[src/rtl/shift_pkg.sv]
// Shared encodings for the shift issue pipe: op codes, one-hot shifter selects, default widths.
package shift_pkg;

  localparam int DATA_W_DEF = 32;
  localparam int TAG_W_DEF  = 4;
  localparam int SHAMT_W    = 5;

  typedef enum logic [1:0] {
    OP_SLL = 2'b00,
    OP_SRL = 2'b01,
    OP_SRA = 2'b10,
    OP_ILL = 2'b11
  } op_e;

  localparam logic [2:0] SHF_NONE = 3'b000;
  localparam logic [2:0] SHF_SLL  = 3'b001;
  localparam logic [2:0] SHF_SRL  = 3'b010;
  localparam logic [2:0] SHF_SRA  = 3'b100;

  function automatic logic [2:0] op_to_shf(input logic [1:0] op);
    logic [2:0] f;
    case (op)
      OP_SLL:  f = SHF_SLL;
      OP_SRL:  f = SHF_SRL;
      OP_SRA:  f = SHF_SRA;
      default: f = SHF_NONE;
    endcase
    return f;
  endfunction

endpackage

[src/rtl/shift_stage_reg.sv]
// Pipeline stage: valid bit plus payload register; clear beats load, load beats drain.
// Payload only changes on load, so it holds while the stage is stalled.
module shift_stage_reg #(
  parameter int W = 8
) (
  input  logic         clk,
  input  logic         rst_n,
  input  logic         i_clr,
  input  logic         i_load,
  input  logic         i_drain,
  input  logic [W-1:0] i_dat,
  output logic         o_vld,
  output logic [W-1:0] o_dat
);

  logic         r_vld;
  logic [W-1:0] r_dat;

  always_ff @(posedge clk or negedge rst_n) begin
    if (!rst_n) begin
      r_vld <= 1'b0;
      r_dat <= '0;
    end else begin
      if (i_clr)        r_vld <= 1'b0;
      else if (i_load)  r_vld <= 1'b1;
      else if (i_drain) r_vld <= 1'b0;
      if (i_load) r_dat <= i_dat;
    end
  end

  assign o_vld = r_vld;
  assign o_dat = r_dat;

endmodule

[src/rtl/shift_issue_pipe.sv]
// Two-stage shift pipe: S1 issues to an external combinational shifter, S2 captures its result.
// One op per cycle, 2-cycle latency; S1 stalls only while S2 is full and out_ready is low.
module shift_issue_pipe
  import shift_pkg::*;
#(
  parameter int DATA_W = DATA_W_DEF,
  parameter int TAG_W  = TAG_W_DEF
) (
  input  logic              clk,
  input  logic              rst_n,
  input  logic              in_valid,
  output logic              in_ready,
  input  logic [1:0]        in_op,
  input  logic [DATA_W-1:0] in_a,
  input  logic [DATA_W-1:0] in_b,
  input  logic [TAG_W-1:0]  in_tag,
  input  logic              flush,
  output logic [DATA_W-1:0] sh_a,
  output logic [DATA_W-1:0] sh_b,
  output logic [2:0]        sh_f,
  input  logic [DATA_W-1:0] sh_c,
  output logic              out_valid,
  input  logic              out_ready,
  output logic [DATA_W-1:0] out_c,
  output logic [TAG_W-1:0]  out_tag,
  output logic              out_zero,
  output logic              out_err,
  output logic [7:0]        err_cnt
);

  localparam int S1_W = 2 + SHAMT_W + DATA_W + TAG_W;
  localparam int S2_W = 2 + DATA_W + TAG_W;

  logic                w_s1_vld;
  logic                w_s2_vld;
  logic                w_s1_adv;
  logic                w_acc;
  logic                w_in_ill;
  logic [S1_W-1:0]     w_s1_din;
  logic [S1_W-1:0]     w_s1_q;
  logic [1:0]          w_s1_op;
  logic [SHAMT_W-1:0]  w_s1_b;
  logic [DATA_W-1:0]   w_s1_a;
  logic [TAG_W-1:0]    w_s1_tag;
  logic                w_s1_ill;
  logic [DATA_W-1:0]   w_res;
  logic [S2_W-1:0]     w_s2_din;
  logic [S2_W-1:0]     w_s2_q;
  logic                w_unused_b;
  logic [7:0]          r_err_cnt;

  // S1 may refill in the same cycle it hands its op to S2.
  assign w_s1_adv = w_s1_vld && (!w_s2_vld || out_ready);
  assign in_ready = !flush && (!w_s1_vld || w_s1_adv);
  assign w_acc    = in_valid && in_ready;
  assign w_in_ill = (in_op == OP_ILL);

  assign w_s1_din   = {in_op, in_b[SHAMT_W-1:0], in_a, in_tag};
  assign w_unused_b = ^in_b[DATA_W-1:SHAMT_W];

  shift_stage_reg #(.W(S1_W)) u_s1 (
    .clk     (clk),
    .rst_n   (rst_n),
    .i_clr   (flush),
    .i_load  (w_acc),
    .i_drain (w_s1_adv),
    .i_dat   (w_s1_din),
    .o_vld   (w_s1_vld),
    .o_dat   (w_s1_q)
  );

  assign {w_s1_op, w_s1_b, w_s1_a, w_s1_tag} = w_s1_q;
  assign w_s1_ill = (w_s1_op == OP_ILL);

  assign sh_a = w_s1_a;
  assign sh_b = {{(DATA_W-SHAMT_W){1'b0}}, w_s1_b};
  assign sh_f = w_s1_vld ? op_to_shf(w_s1_op) : SHF_NONE;

  // Illegal ops never reach the shifter; their result is forced to zero here.
  assign w_res    = w_s1_ill ? '0 : sh_c;
  assign w_s2_din = {w_s1_ill, (w_res == '0), w_res, w_s1_tag};

  shift_stage_reg #(.W(S2_W)) u_s2 (
    .clk     (clk),
    .rst_n   (rst_n),
    .i_clr   (flush),
    .i_load  (w_s1_adv && !flush),
    .i_drain (out_ready),
    .i_dat   (w_s2_din),
    .o_vld   (w_s2_vld),
    .o_dat   (w_s2_q)
  );

  assign out_valid = w_s2_vld;
  assign {out_err, out_zero, out_c, out_tag} = w_s2_q;

  always_ff @(posedge clk or negedge rst_n) begin
    if (!rst_n) begin
      r_err_cnt <= 8'd0;
    end else if (w_acc && w_in_ill && (r_err_cnt != 8'hFF)) begin
      r_err_cnt <= r_err_cnt + 8'd1;
    end
  end

  assign err_cnt = r_err_cnt;

endmodule

[config.mk]
export PLATFORM = sky130hd
export DESIGN_NAME = shift_issue_pipe
export DESIGN_NICKNAME = d
export VERILOG_FILES = /design/src/rtl/shift_pkg.sv /design/src/rtl/shift_stage_reg.sv /design/src/rtl/shift_issue_pipe.sv
export SDC_FILE = /design/constraint.sdc
export NUM_CORES = 1
export LEC_CHECK = 0
export CAP_MARGIN = 40
export CORE_ASPECT_RATIO = 1.5
export CORE_UTILIZATION = 30
export DETAILED_ROUTE_END_ITERATION = 7
export GPL_ROUTABILITY_DRIVEN = 0
export GPL_TIMING_DRIVEN = 0
export PLACE_DENSITY = 0.62
export SYNTH_ARGS = -nofsm -noshare
export SYNTH_HDL_FRONTEND = slang
export SYNTH_SLANG_ARGS = --single-unit
[constraint.sdc]
create_clock -name clk -period 4.6 [get_ports clk]
set_input_delay 0.92 -clock clk [delete_from_list [all_inputs] [get_ports clk]]
set_output_delay 0.92 -clock clk [all_outputs]
set_load 0.01 [all_outputs]
==> summary.md <==
| Metric | Value |
|---|---|
| Outcome | complete, but fails checks |
| Failing checks | DRC |
| H-tree depth | 3 |
| CTS sink count | 91 |
| Post-CTS Hold Buffers | 0 |
| FF-to-FF setup slack | between 2000 and 3000 ps |
| Stages on worst setup path | 4 |
| Synth Register Bits | between 90 and 100 |
| R2R depth | 4 |
| Clock root buffer | clkbuf_16 |
| Worst setup SP type | primary input |
| Detail-routed net length per standard cell | around 14 um |
| Fmax achieved | ~310 MHz |
| Worst r2r src | err_cnt[0]$_DFFE_PN0P_ |
| Peak per-stage delay on the critical path | 560 ps |
| Ant diodes | 0 |
| First-pass DRT Iterations | 8 |
| Final setup viols | 0 |
| Final worst-path cycle share | 0.700 |
| Max VDD drop | 0.175 mV |
| Die H | 146 um |
| Final Net Count | between 600 and 700 |
| Ordered cell list for the critical path | clkdlybuf4s50_1 > and3b_4 > nor2_4 > clkdlybuf4s50_1 |
| DRC Markers | 11 |
| Hold Vio Cnt, Final | 0 |
| Die width | between 90 and 100 um |
| Clk pin slew, worst setup/hold paths | 70 ps |
| Final Skew | roughly 8 ps |
| Die ar. | roughly 14000 sq um |
| Pins Over Slew Limit | 0 |
| Cts bufs inserted | 9 |
| Area of the core | approximately 14000 sq um |
| Syn Area/Cell | approximately 11 sq um |
| Slew HR | 0.647 |
| CTS max path bufs | 2 |
| Leakage | slightly below 0.003 uW |
| Actual slew at the worst max-slew pin | roughly 530 ps |
| Post-cts sizing count | 0 |
| Top post-synthesis cells by count | 91 x dfrtp_1, 80 x nand2_1, 64 x buf_4 |
| Layout area overhead | 54.6% |
| # Max-Cap Violations | 0 |
| Post-DRT Antenna Nets | 0 |
| Reg-to-Reg End | err_cnt[1]$_DFFE_PN0P_ |
| Fill cells | 1300 |
| DRT iter0 DRCs | just over 90 |
| TritonCTS clock tree | built |
| Power Total | between 2000 and 2500 uW |
| Buf/Inv on CP | 2 |
| Yosys warnings | 0 |
| Crit. End Element | output port |
| Postcts setup bufs | 0 |
| Power per cell area | about 380 nW/um^2 |
| Slowest library cell on the worst path | clkdlybuf4s50_1 |
| Finished Cell Area | 6450 sq um |
| Post-Syn Area | 4170 sq um |
| Vias in the first global route | around 3400 |
| Rows | 52 |
| EDFF count, synth | 0 |
| Distinct cells, synth | 32 |
| Synth area leaders | dfrtp_1 55%, mux2_2 12%, buf_4 12%, nand2_1 7.2%, nand3_1 4.3% |
| Synth Instances | between 300 and 400 |
| Worst-Skew Late Latency | about 330 ps |
| Worst path most repeated cell | clkdlybuf4s50_1 |
| PortBufs | about 170 |
| CP max FO | 3 |
| Critical path required time | about 3700 ps |
| Initial Utilization | 0.308 |
| Dpl hpwl | approximately 8100 um |
| DR vias/cell | between 4 and 5 |
| First-pass GRT wire length | between 15000 and 20000 um |
| Final wirelength | ~11000 um |
| Worst Hold Class | register to register |
| CP Launch Point | out_ready |
| Antenna violations before repair | 0 |
| Crit Path Class | primary input to output port |
| Via count | 3278 |
| RSZ-0062 raised after global routing | false |
| CP endpoint | in_ready |
| Ys flop type | dfrtp_1 |
| CP arrival | 2300 ps |
| Min Hold Slack | 466 ps |
| Most frequent cell after synthesis | dfrtp_1 |
| Fin crit period | 3220 ps |
| Fraction of layout cells with a size suffix above 1 | 0.239 |
| DP Area | ~6200 sq um |
| Gr usage total | 0.150 |
| Sequential area share after synthesis | 0.546 |
| Grt total ovfl | 0 |
| Post-synth top area share | 0.546 |
| Io pins | around 220 |
| FFs w/ async S/R, synth | 1.00 |
| Largest net degree at the start of global routing | 55 |
| Top Family by Delay on Critical Path | buffers and inverters |
| Post-synth top area cell | dfrtp_1 |
[stage by stage]
stage	TNS (ps)	worst slack, ps	std cells	util
2_1_floorplan	0	2400	401	-
5_1_grt	0	1350	747	0.476
3_5_place_dp	0	1360	731	0.456
6_report	0	1380	747	0.476
4_1_cts	0	1360	747	0.476
3_3_place_gp	-71310	-794	730	0.454
[kinds of logic (layout without fill, tap and decap cells)]
group,Yosys count,in the layout,share of synthesized area
and+or+nand+nor,148,148,0.171
DFF,91,91,0.546
buffers and inverters,79,263,0.138
muxes,45,45,0.122
AOI/OAI and AO/OA,5,5,0.00840
xor gates and xnor gates,5,5,0.0105
adders and majority gates,1,1,0.00300
other,1,27,0.000899
[sequential cells by signal, summed over array words and instances (netlist names)]
signal	count
u_s1.o_dat	43
u_s2.o_dat	38
err_cnt	8
u_s1.o_vld	1
u_s2.o_vld	1
[placed cells by master, fill, tap and decap left out, types with 2 or more instances in the layout]
cell	instances
buf_4	65
dfrtp_1	91
clkdlybuf4s50_1	166
nand3_1	36
clkbuf_16	9
xnor2_1	5
buf_2	6
mux2_2	43
buf_6	4
and4_1	3
conb_1	27
clkbuf_1	6
nor4_1	8
clkinvlp_4	3
and3b_1	2
nor2b_1	2
nand2_1	80
nor2_1	4
nand4_1	5
[worst min-delay path: cells and delay by family, from the launching register on]
family / cells / cell delay, ps
AND/OR/NAND/NOR: 2 / 100
flip-flops: 1 / 340
[per-layer routing]
metal,share of wire,global-route usage
met3,0.071,0.0421
met4,0.016,0.0440
met1,0.38,0.165
met5,0,0
met2,0.54,0.278
[worst min path at each step]
stage,start,to,slack (ps),cells after the start
finish,u_s2.o_dat[5]$_DFFE_PN0P_,u_s2.o_dat[5]$_DFFE_PN0P_,470,2
global route,u_s1.o_dat[2]$_DFFE_PN0P_,u_s2.o_dat[2]$_DFFE_PN0P_,490,2
CTS,u_s2.o_dat[5]$_DFFE_PN0P_,u_s2.o_dat[5]$_DFFE_PN0P_,470,2
detailed placement,u_s2.o_dat[10]$_DFFE_PN0P_,u_s2.o_dat[10]$_DFFE_PN0P_,450,2
global placement,u_s1.o_dat[1]$_DFFE_PN0P_,u_s2.o_dat[1]$_DFFE_PN0P_,440,2
floorplan,u_s1.o_dat[0]$_DFFE_PN0P_,u_s2.o_dat[0]$_DFFE_PN0P_,430,2
[where the power goes]
part | internal (uW) | switching, uW
sequential | 939 | 90.7
clock | 382 | 312
combinational | 453 | 278
total | 1770 | 680
[layout make-up]
type,count,area [sq um],area share
clock buffers,11,243,0.0376
clock inverters,5,36.3,0.00563
repair buffers,168,1700,0.263
multi-input cells,231,1420,0.220
well taps,162,203,0.0314
plain buffers,79,574,0.0891
flip-flops and latches,91,2280,0.353
No activity file was read; power rests on OpenSTA's default activity.
